### config.mk
export PLATFORM = sky130hd
export DESIGN_NAME = secuenciador_medicion
export DESIGN_NICKNAME = d
export VERILOG_FILES = /design/src/rtl/secuenciador_medicion_pkg.sv /design/src/rtl/secuenciador_medicion_multiplicador_serie.sv /design/src/rtl/secuenciador_medicion.sv
export SDC_FILE = /design/constraint.sdc
export NUM_CORES = 1
export LEC_CHECK = 0
export ABC_AREA = 1
export CAP_MARGIN = 20
export CORE_MARGIN = 2
export CORE_UTILIZATION = 32
export CTS_CLUSTER_SIZE = 12
export DETAILED_ROUTE_END_ITERATION = 16
export MAX_ROUTING_LAYER = met4
export SLEW_MARGIN = 10
export SYNTH_ARGS = -nofsm -noshare
export SYNTH_HDL_FRONTEND = slang
export SYNTH_HIERARCHICAL = 1
export SYNTH_SLANG_ARGS = --single-unit
### constraint.sdc
create_clock -name clock -period 4.2 [get_ports clock]
set_input_delay 0.84 -clock clock [delete_from_list [all_inputs] [get_ports clock]]
set_output_delay 0.84 -clock clock [all_outputs]
set_load 0.02 [all_outputs]
### src/rtl/secuenciador_medicion_pkg.sv
// rtl/secuenciador_medicion_pkg.sv - shared constants for the measurement sequencer
package secuenciador_medicion_pkg;

  // Display mode encodings
  localparam logic [1:0] MODO_VEL     = 2'd0;
  localparam logic [1:0] MODO_ACEL    = 2'd1;
  localparam logic [1:0] MODO_VUELTAS = 2'd2;

  // Four-digit display limit
  localparam int unsigned MAX_DISPLAY_DEF = 9999;

  // Sequencer FSM states
  localparam logic [1:0] ST_CONTAR   = 2'd0;
  localparam logic [1:0] ST_MULT     = 2'd1;
  localparam logic [1:0] ST_DELTA    = 2'd2;
  localparam logic [1:0] ST_PUBLICAR = 2'd3;

  // Clamp a wide unsigned value to the display limit
  function automatic logic [15:0] saturar(input logic [23:0] x, input logic [15:0] lim);
    return (x > {8'd0, lim}) ? lim : x[15:0];
  endfunction

endpackage

### src/rtl/secuenciador_medicion_multiplicador_serie.sv
// rtl/secuenciador_medicion_multiplicador_serie.sv - 8x16 serial shift-add multiplier
module multiplicador_serie (
  input  logic        clock,
  input  logic        resetn,
  input  logic        start_i,
  input  logic [7:0]  a_i,
  input  logic [15:0] b_i,
  output logic [23:0] p_o,
  output logic        done_o
);

  logic [7:0]  a_q;
  logic [23:0] b_q;
  logic [23:0] p_q;
  logic [3:0]  cnt_q;

  // start loads operands; each following cycle retires one multiplier bit
  always_ff @(posedge clock) begin
    if (!resetn) begin
      a_q   <= '0;
      b_q   <= '0;
      p_q   <= '0;
      cnt_q <= '0;
    end else if (start_i) begin
      a_q   <= a_i;
      b_q   <= {8'd0, b_i};
      p_q   <= '0;
      cnt_q <= 4'd8;
    end else if (cnt_q != 4'd0) begin
      if (a_q[0]) begin
        p_q <= p_q + b_q;
      end
      a_q   <= a_q >> 1;
      b_q   <= b_q << 1;
      cnt_q <= cnt_q - 4'd1;
    end
  end

  assign p_o = p_q;
  // High during the cycle whose closing edge retires the eighth bit, so the
  // parent leaves its multiply state on the same edge the product settles.
  assign done_o = (cnt_q == 4'd1);

endmodule

### src/rtl/secuenciador_medicion.sv
// rtl/secuenciador_medicion.sv - gate-window speed/accel/revolution sequencer
module secuenciador_medicion
  import secuenciador_medicion_pkg::*;
#(
  parameter int unsigned VENTANA_CICLOS = 50_000_000,
  parameter int unsigned MAX_PULSOS     = 255,
  parameter int unsigned MAX_DISPLAY    = MAX_DISPLAY_DEF
) (
  input  logic        clock,
  input  logic        resetn,
  input  logic        imanImpulso,
  input  logic        botonModo,
  input  logic [15:0] circunferencia,
  output logic [15:0] valor_display,
  output logic [1:0]  modo,
  output logic        acel_negativa,
  output logic        muestra_valida,
  output logic        sobrecarga
);

  localparam int GW = $clog2(VENTANA_CICLOS);
  localparam logic [GW-1:0] GATE_FIN    = GW'(VENTANA_CICLOS - 1);
  localparam logic [7:0]    PULSOS_TOPE = 8'(MAX_PULSOS);
  localparam logic [15:0]   LIM         = 16'(MAX_DISPLAY);

  logic [GW-1:0] gate_q, gate_d;
  logic          fin_ventana;
  logic [7:0]    pulsos_q, pulsos_d;
  logic          sat_q, sat_d;
  logic [1:0]    estado_q, estado_d;
  logic [7:0]    pulsos_snap_q;
  logic          sat_snap_q;
  logic          mult_start;
  logic [23:0]   producto;
  logic          mult_done;

  logic [15:0]        v_nuevo;
  logic signed [16:0] dif;
  logic [16:0]        dif_abs;
  logic [15:0]        acel_nuevo;
  logic               desborde;
  logic [23:0]        vueltas_suma;

  logic [15:0] vnew_q, acel_calc_q;
  logic        neg_calc_q, ovf_calc_q;
  logic [15:0] vel_pub_q, acel_pub_q, vueltas_q, v_prev_q;
  logic        neg_q, sobre_q, strobe_q;
  logic [1:0]  modo_q, modo_d;
  logic [15:0] valor_q, valor_d;

  assign fin_ventana = (gate_q == GATE_FIN);
  assign mult_start  = (estado_q == ST_CONTAR) && fin_ventana;

  // Free-running gate counter and per-window impulse counter
  always_comb begin
    gate_d   = fin_ventana ? '0 : gate_q + 1'b1;
    pulsos_d = pulsos_q;
    sat_d    = sat_q;
    if (fin_ventana) begin
      // an impulse landing on the window edge belongs to the new window
      pulsos_d = imanImpulso ? 8'd1 : 8'd0;
      sat_d    = 1'b0;
    end else if (imanImpulso) begin
      if (pulsos_q == PULSOS_TOPE) begin
        sat_d = 1'b1;
      end else begin
        pulsos_d = pulsos_q + 8'd1;
      end
    end
  end

  // Counter registers plus the end-of-window snapshot
  always_ff @(posedge clock) begin
    if (!resetn) begin
      gate_q        <= '0;
      pulsos_q      <= '0;
      sat_q         <= 1'b0;
      pulsos_snap_q <= '0;
      sat_snap_q    <= 1'b0;
    end else begin
      gate_q   <= gate_d;
      pulsos_q <= pulsos_d;
      sat_q    <= sat_d;
      if (mult_start) begin
        pulsos_snap_q <= pulsos_q;
        sat_snap_q    <= sat_q;
      end
    end
  end

  multiplicador_serie u_mult (
    .clock   (clock),
    .resetn  (resetn),
    .start_i (mult_start),
    .a_i     (pulsos_q),
    .b_i     (circunferencia),
    .p_o     (producto),
    .done_o  (mult_done)
  );

  // Sequencer next state: count, multiply, difference, publish
  always_comb begin
    estado_d = estado_q;
    case (estado_q)
      ST_CONTAR:   if (fin_ventana) estado_d = ST_MULT;
      ST_MULT:     if (mult_done)   estado_d = ST_DELTA;
      ST_DELTA:    estado_d = ST_PUBLICAR;
      ST_PUBLICAR: estado_d = ST_CONTAR;
      default:     estado_d = ST_CONTAR;
    endcase
  end

  // Speed clamp, signed speed difference and overflow summary
  always_comb begin
    v_nuevo      = saturar(producto, LIM);
    dif          = $signed({1'b0, v_nuevo}) - $signed({1'b0, v_prev_q});
    dif_abs      = dif[16] ? (17'd0 - $unsigned(dif)) : $unsigned(dif);
    acel_nuevo   = saturar({7'd0, dif_abs}, LIM);
    desborde     = sat_snap_q | (producto > {8'd0, LIM}) | (dif_abs > {1'b0, LIM});
    vueltas_suma = {8'd0, vueltas_q} + {16'd0, pulsos_snap_q};
  end

  // FSM state, delta-stage results and published snapshot
  always_ff @(posedge clock) begin
    if (!resetn) begin
      estado_q    <= ST_CONTAR;
      vnew_q      <= '0;
      acel_calc_q <= '0;
      neg_calc_q  <= 1'b0;
      ovf_calc_q  <= 1'b0;
      vel_pub_q   <= '0;
      acel_pub_q  <= '0;
      vueltas_q   <= '0;
      v_prev_q    <= '0;
      neg_q       <= 1'b0;
      sobre_q     <= 1'b0;
      strobe_q    <= 1'b0;
    end else begin
      estado_q <= estado_d;
      strobe_q <= (estado_q == ST_PUBLICAR);
      if (estado_q == ST_DELTA) begin
        vnew_q      <= v_nuevo;
        acel_calc_q <= acel_nuevo;
        neg_calc_q  <= dif[16];
        ovf_calc_q  <= desborde;
      end
      if (estado_q == ST_PUBLICAR) begin
        vel_pub_q  <= vnew_q;
        acel_pub_q <= acel_calc_q;
        neg_q      <= neg_calc_q;
        sobre_q    <= ovf_calc_q;
        v_prev_q   <= vnew_q;
        vueltas_q  <= saturar(vueltas_suma, LIM);
      end
    end
  end

  // Mode advance and display mux; mux reads registered mode and values
  always_comb begin
    case (modo_q)
      MODO_VEL:     modo_d = MODO_ACEL;
      MODO_ACEL:    modo_d = MODO_VUELTAS;
      default:      modo_d = MODO_VEL;
    endcase
    if (!botonModo) begin
      modo_d = modo_q;
    end
    case (modo_q)
      MODO_VEL:     valor_d = vel_pub_q;
      MODO_ACEL:    valor_d = acel_pub_q;
      MODO_VUELTAS: valor_d = vueltas_q;
      default:      valor_d = '0;
    endcase
  end

  // Mode and display registers
  always_ff @(posedge clock) begin
    if (!resetn) begin
      modo_q  <= MODO_VEL;
      valor_q <= '0;
    end else begin
      modo_q  <= modo_d;
      valor_q <= valor_d;
    end
  end

  assign valor_display  = valor_q;
  assign modo           = modo_q;
  assign acel_negativa  = neg_q;
  assign muestra_valida = strobe_q;
  assign sobrecarga     = sobre_q;

endmodule

==> impl_metrics.toml, run 1 <==
[logic_synthesis]
synth_top_family_by_area = "simple AND/OR/NAND/NOR gates"
synth_xor_area_share_pct = 2.09
postSynthCellCount = 1913
synth-seq-cells = 209
yosys.area.top_type = "dfxtp_1"
syn_area_per_cell_sq_um = 6.53
yosys_warnings = 6
ys_types = 53
yosys.area_share.adder_pct = 6.29
synth_edf_count = 0
synthSimpleGateAreaFrac_pct = 33.9
synthFlopType = "dfxtp_1"
synth_area_sq_um = 12500
synth_area_leaders = "dfxtp_1, nand2_1, inv_1"
yosysSeqAreaShare_pct = 33.5
synthArstFlopShare_pct = 0
synth_top_area_share_pct = 33.5
synth_compound_area_share_pct = 12.1
synthMuxAreaShare_pct = 0

[worst_hold_path]
min-delay-path-class = "reg -> reg"
hold_path_depth = 2

[floorplanning]
io-pin-count = 41
initial_core_util_pct = 32.4
die_area_sq_um = 40600
fp.dieH_um = 202
core_area_sq_um = 38600
num_rows = 72
die_w_um = 202

[power_and_ir_drop]
finalPower_mw = 6.09
ir_drop_v = 0.000294
power_density_nw_per_um2 = 421
p_leak_nw = 6.77

[clock_network]
clock_latency_ns = 0.54
cts_tree = "yes"
htree_levels = 1
clockRootBuffer = "clkbuf_16"
cts_sinks = 209
numCtsBuffers = 25
cts.clk_slew.worst_paths_ns = 0.06
clockBufferDepth = 3

[global_routing]
grt_max_degree = 49
grt_pass1_wl_um = 56000
grt_pass1_vias = 11000
antenna_found_initial = 0
grt_use_total_pct = 16.9
grt_overflow_total = 0

[flow_run]
maxCapViolCount = 0

[worst_setup_path]
critPathLaunchType = "flop"
r2r_cells = 21
worstPathMaxFanout = 9
worstPathRequired_ns = 4.62
r2r_slack_ns = 0.31
worst_ep_arrival_time_ns = 4.31
critPathKind = "reg -> reg"
endpoint_kind = "flop"

[sta]
slew_headroom_pct = 34.2
fin_crit_sh_pct = 92.7
drv_slew = 0
skew_ns = 0.0220
finalSetupViolations = 0
tightest_slew_ns = 0.984
fmax_mhz = 257
finalCriticalPeriod_ns = 3.89
hold_viol_final = 0

[routing]
via_per_inst = 4.75
vias = 11800
ant_nets = 0
drc = 0
first_pass_iters = 5
finalWirelength_um = 33600
drt_iter0_markers = 841
wl_per_cell_um = 13.5

[layout]
final_cells = 2483
insertedDiodeCount = 0
stdcell_area_sq_um = 14500
finalNetCount = 2028
final_layout_size_suffix_gt1_share_pct = 8.85
regMostFlops = "gate_q"
fin_util_pct = 37.5
syn2layout_area_growth_pct = 15.7
largest_reg_flops = 26

[placed_design]
dpl.cell_count = 2436
numPortBuffers = 40
postPlaceCellArea_sq_um = 13400
dp_hpwl_um = 25300
gp_congestion = 0.911

[outcome]
status = "completed"
[worst max-delay path, cell delays in order, from the launching register on]
cell     delay (ns)
dfxtp_1        0.33
nor4_2         0.32
nand3_1        0.17
nor3_4         0.27
nand2_4        0.14
or2_2          0.35
ha_4           0.33
nand2_1        0.07
nor2_1         0.16
nand2_1        0.13
nand3_2        0.11
nand2_2        0.05
nand2_2        0.12
nand3_2        0.16
nor2_4         0.15
nand4_1        0.12
nand3_1        0.09
nand3_1        0.12
nor2_4         0.25
nand2_4        0.15
o21ai_2        0.14
inv_1          0.04
[synthesized netlist by cell type (4+ instances only)]
| master | number |
|---|---|
| nand2_1 | 497 |
| ha_1 | 58 |
| nor4_1 | 5 |
| o21a_1 | 4 |
| clkbuf_1 | 32 |
| nand2_4 | 5 |
| nor3b_1 | 11 |
| nand2_2 | 17 |
| o21ai_1 | 8 |
| a22o_1 | 4 |
| nor2_2 | 14 |
| buf_6 | 5 |
| xnor2_1 | 6 |
| o211ai_1 | 7 |
| buf_2 | 9 |
| nand3_1 | 125 |
| buf_4 | 4 |
| nor3_1 | 45 |
| o21ai_2 | 10 |
| a31oi_1 | 23 |
| nor2_1 | 183 |
| inv_1 | 315 |
| a21oi_1 | 107 |
| inv_2 | 11 |
| o21ai_0 | 75 |
| xor2_1 | 22 |
| dfxtp_1 | 209 |
| or2_2 | 10 |
| o22ai_1 | 20 |
| nand3_2 | 7 |
| nand4_1 | 28 |
[repair_timing]
item / CTS / global route
buffers inserted: 0 / 1
cloned: 0 / 1
hold buffers: 0 / 0
pin swaps: 0 / 6
setup endpoints to repair: 8 / 15
gates resized for setup: 2 / 29
[final timing paths]
check / endpoint / startpoint
setup / recovery: acel_calc_q[8] / u_mult/p_o[22]
hold / removal: vnew_q[14] / vnew_q[14]
setup reg to reg: acel_calc_q[8] / u_mult/p_o[22]
hold reg to reg: vnew_q[14] / vnew_q[14]
[metal layers]
| metal | global-route usage [%] | vias up | share of wire [%] |
|---|---|---|---|
| met5 | - | - | 0 |
| met4 | 3.52 | 0 | 1.9 |
| met3 | 1.68 | 37 | 4.1 |
| met2 | 27.5 | 233 | 45 |
| met1 | 22.8 | 5386 | 49 |
| li1 | - | 6146 | - |
[cell type report]
type / instances / area, sq um
fillers: 4210 / 24100
multi-input cells: 1324 / 6940
flip-flops and latches: 209 / 4180
inverters: 330 / 1250
clock buffers: 35 / 733
well taps: 518 / 648
repair buffers: 57 / 528
clock inverters: 10 / 171
[report_power, final]
part           internal, mW  switching (mW)
registers              2.14          0.0990
logic                 0.481            1.04
clock network          1.47           0.865
[placed cells by master (no fill, tap or decap), drive strengths merged]
| cell type | instances |
|---|---|
| o41ai | 1 |
| o21ai | 93 |
| o221ai | 1 |
| nor4 | 5 |
| clkbuf | 35 |
| fa | 3 |
| inv | 330 |
| a31oi | 23 |
| nand3b | 2 |
| xor2 | 23 |
| and2 | 5 |
| a21o | 3 |
| clkinv | 5 |
| a22oi | 1 |
| bufinv | 4 |
| conb | 2 |
| nor2 | 202 |
| nand4 | 28 |
| o21a | 4 |
| dfxtp | 209 |
| o211ai | 7 |
| o22ai | 20 |
| buf | 17 |
| nand2 | 520 |
| a22o | 4 |
| nor3 | 46 |
| ha | 58 |
| nor3b | 11 |
| nand3 | 132 |
| or3b | 1 |
| or2 | 11 |
| clkinvlp | 1 |
| a21oi | 110 |
| xnor2 | 6 |
| clkdlybuf4s50 | 40 |
| a211oi | 2 |
[cell families (layout without fill, tap and decap cells)]
kind of cell             after synthesis  in the layout
XOR/XNOR                              29             29
flip-flops                           209            209
other                                  1              2
buffers and inverters                382            432
adder cells (fa/ha/maj)               61             61
AO/OA/AOI/OAI                        269            269
AND/OR/NAND/NOR                      962            963
[through the flow]
step	TNS [ns]	setup WS, ns	hold slack (ns)
2_1_floorplan	0	0.874	0.415
3_3_place_gp	0	0.0565	0.427
3_5_place_dp	-0.193	-0.0309	0.434
4_1_cts	0	0.0331	0.442
5_1_grt	-0.0546	-0.0236	0.466
6_report	0	0.307	0.442
(Power assumes the default switching activity.)
==> run 2, diff against run 1 <==
--- a/config.mk
+++ b/config.mk
@@ -15,5 +15,4 @@
 export SLEW_MARGIN = 10
 export SYNTH_ARGS = -nofsm -noshare
 export SYNTH_HDL_FRONTEND = slang
-export SYNTH_HIERARCHICAL = 1
 export SYNTH_SLANG_ARGS = --single-unit
==> impl_metrics.toml, run 2 <==
[outcome]
status = "completed"

[floorplanning]
core_area_sq_um = 35700
io-pin-count = 41
initial_core_util_pct = 32.7
die_area_sq_um = 38000
die_w_um = 195
fp.dieH_um = 195
num_rows = 69

[routing]
wl_per_cell_um = 14.0
vias = 10800
ant_nets = 0
via_per_inst = 4.90
finalWirelength_um = 30800
drc = 0
drt_iter0_markers = 628
first_pass_iters = 5

[worst_hold_path]
min-delay-path-class = "reg -> reg"

[placed_design]
numPortBuffers = 40
gp_congestion = 0.945
dp_hpwl_um = 23300

[global_routing]
grt_max_degree = 35
grt_overflow_total = 0
grt_pass1_vias = 10000
grt_use_total_pct = 16.4
antenna_found_initial = 1
grt_pass1_wl_um = 50300

[worst_setup_path]
worst_ep_arrival_time_ns = 4.30
worstPathMaxFanout = 8
endpoint_kind = "flop"
critPathKind = "reg -> reg"
critPathLaunchType = "flop"
worstPathRequired_ns = 4.61

[layout]
fin_util_pct = 37.8
final_cell_mix = "nand2_1, inv_1, dfxtp_1"
finalNetCount = 1805
final_layout_size_suffix_gt1_share_pct = 9.43
final_common_cell = "nand2_1"
largest_reg_flops = 26
syn2layout_area_growth_pct = 15.8
regMostFlops = "gate_q"
fill_cells = 3756

[logic_synthesis]
yosysSeqAreaShare_pct = 35.8
synthFlopType = "dfxtp_1"
yosys.area.top_type = "dfxtp_1"
synth.most_common_cell = "nand2_1"
yosys_warnings = 0
synth_top_area_share_pct = 35.8
synth_edf_count = 0
synthArstFlopShare_pct = 0
postSynthCellCount = 1683
synth_area_leaders = "dfxtp_1, nand2_1, inv_1"
synth_common_cells = "nand2_1, inv_1, dfxtp_1"
syn_area_per_cell_sq_um = 6.94
synth-seq-cells = 209
synth_area_sq_um = 11700
ys_types = 54

[sta]
finalSetupViolations = 0
drv_slew = 0
tightest_slew_ns = 1.08
hold_viol_final = 0
finalCriticalPeriod_ns = 3.89
finalHoldWorstSlack_ns = 0.445
setup_tns_ns = 0
skew_ns = 0.0169
slew_headroom_pct = 27.7
fmax_mhz = 257
fin_crit_sh_pct = 92.6
rsz0062_at_grt = "no"

[clock_network]
clockBufferDepth = 3
cts.clk_slew.worst_paths_ns = 0.06
cts_sinks = 209
clockRootBuffer = "clkbuf_16"
htree_levels = 1
holdBufCountCts = 0
numCtsBuffers = 25
cts_tree = "yes"
clock_latency_ns = 0.52

[flow_run]
maxCapViolCount = 0

[power_and_ir_drop]
ir_drop_v = 0.000303
p_leak_nw = 6.05
power_density_nw_per_um2 = 413
==> run 2: cell count changes after synthesis, moves of 9 or more <==
cell and change:
a21oi_1 +33, a311oi_1 +14, a31oi_1 -16, clkbuf_1 +9, inv_1 -57, nand2_1 -139
nand2_2 +11, nand3_1 -18, nand4_1 -11, nor2_1 -59, nor3_1 -19, o21ai_0 +11
o22ai_1 +10
==> run 2: logic make-up (layout without fill, tap and decap cells) <==
| logic type | after synthesis | count (layout) | synth area share [%] |
|---|---|---|---|
| XOR/XNOR | 33 | 33 | 2.48 |
| AND/OR/NAND/NOR | 722 | 722 | 27.6 |
| AO/OA/AOI/OAI | 339 | 340 | 17.1 |
| other | 1 | 3 | 0.0321 |
| buffers and inverters | 319 | 373 | 10.3 |
| adder cells (fa/ha/maj) | 60 | 60 | 6.62 |
| flip-flops | 209 | 209 | 35.8 |
==> run 2: critical path, cell delays in order, from the launching register on <==
cell	delay, ns
dfxtp_1	0.33
or4_4	0.55
nor4_4	0.32
nand2_1	0.21
nor2_2	0.17
ha_1	0.33
nand2_1	0.19
inv_1	0.07
nand2_1	0.07
nand3_1	0.08
nand2_1	0.07
nand2_1	0.12
a21oi_4	0.20
buf_4	0.18
nand2_1	0.06
nand2_1	0.08
nand2_1	0.05
nor2_1	0.11
nand2_1	0.06
nand3_1	0.10
nand2_2	0.07
nand2_4	0.10
nand2_4	0.11
o21ai_2	0.13
inv_1	0.04
==> run 2: layout make-up <==
class / count / area [sq um] / share of cell area (%)
tap: 461 / 577 / 4.27
timing repair buffer: 61 / 578 / 4.28
multi-input combinational: 1157 / 6380 / 47.2
inverter: 271 / 1020 / 7.54
clock buffer: 34 / 679 / 5.03
sequential: 209 / 4180 / 31.0
antenna: 1 / 2.50 / 0.0185
clock inverter: 7 / 93.8 / 0.694
==> run 2: what timing repair did <==
item	4_1_cts	5_1_grt
pin swaps	0	4
buffers inserted	0	4
cloned	0	1
setup endpoints to repair	8	15
gates resized for setup	1	22
==> run 2: final timing paths <==
kind                         end  slack (ns)  depth (start not counted)      startpoint
setup reg to reg  acel_calc_q[0]        0.31                         24  u_mult.p_o[22]
hold reg to reg       vnew_q[15]        0.44                          2      vnew_q[15]
hold / removal        vnew_q[15]        0.44                          2      vnew_q[15]
setup / recovery  acel_calc_q[0]        0.31                         24  u_mult.p_o[22]
==> run 2: power breakdown <==
group / internal [mW] / leakage, nW / switching, mW
clock network: 1.25 / 0.372 / 0.813
registers: 2.10 / 1.69 / 0.0534
logic: 0.437 / 3.99 / 0.938
total: 3.78 / 6.05 / 1.80
==> run 2: metal layers <==
layer  vias up  global-route usage, %  part of all wire (%)
li1       5594                      -                     -
met4         0                   4.66                   2.6
met2       209                   25.9                    44
met5         -                      -                     0
met3        48                   2.07                   4.4
met1      4931                   21.9                    49
==> run 2: stage by stage <==
stage          area, sq um  instances  worst slack (ns)  power, mW
3_5_place_dp         12600       2154           -0.0170       3.54
6_report             13500       2201             0.312       5.59
2_1_floorplan        11700       1684             0.725       3.17
4_1_cts              13400       2195             0.118       5.61
5_1_grt              13500       2201            0.0124       5.90
3_3_place_gp         12600       2153             0.101       3.50
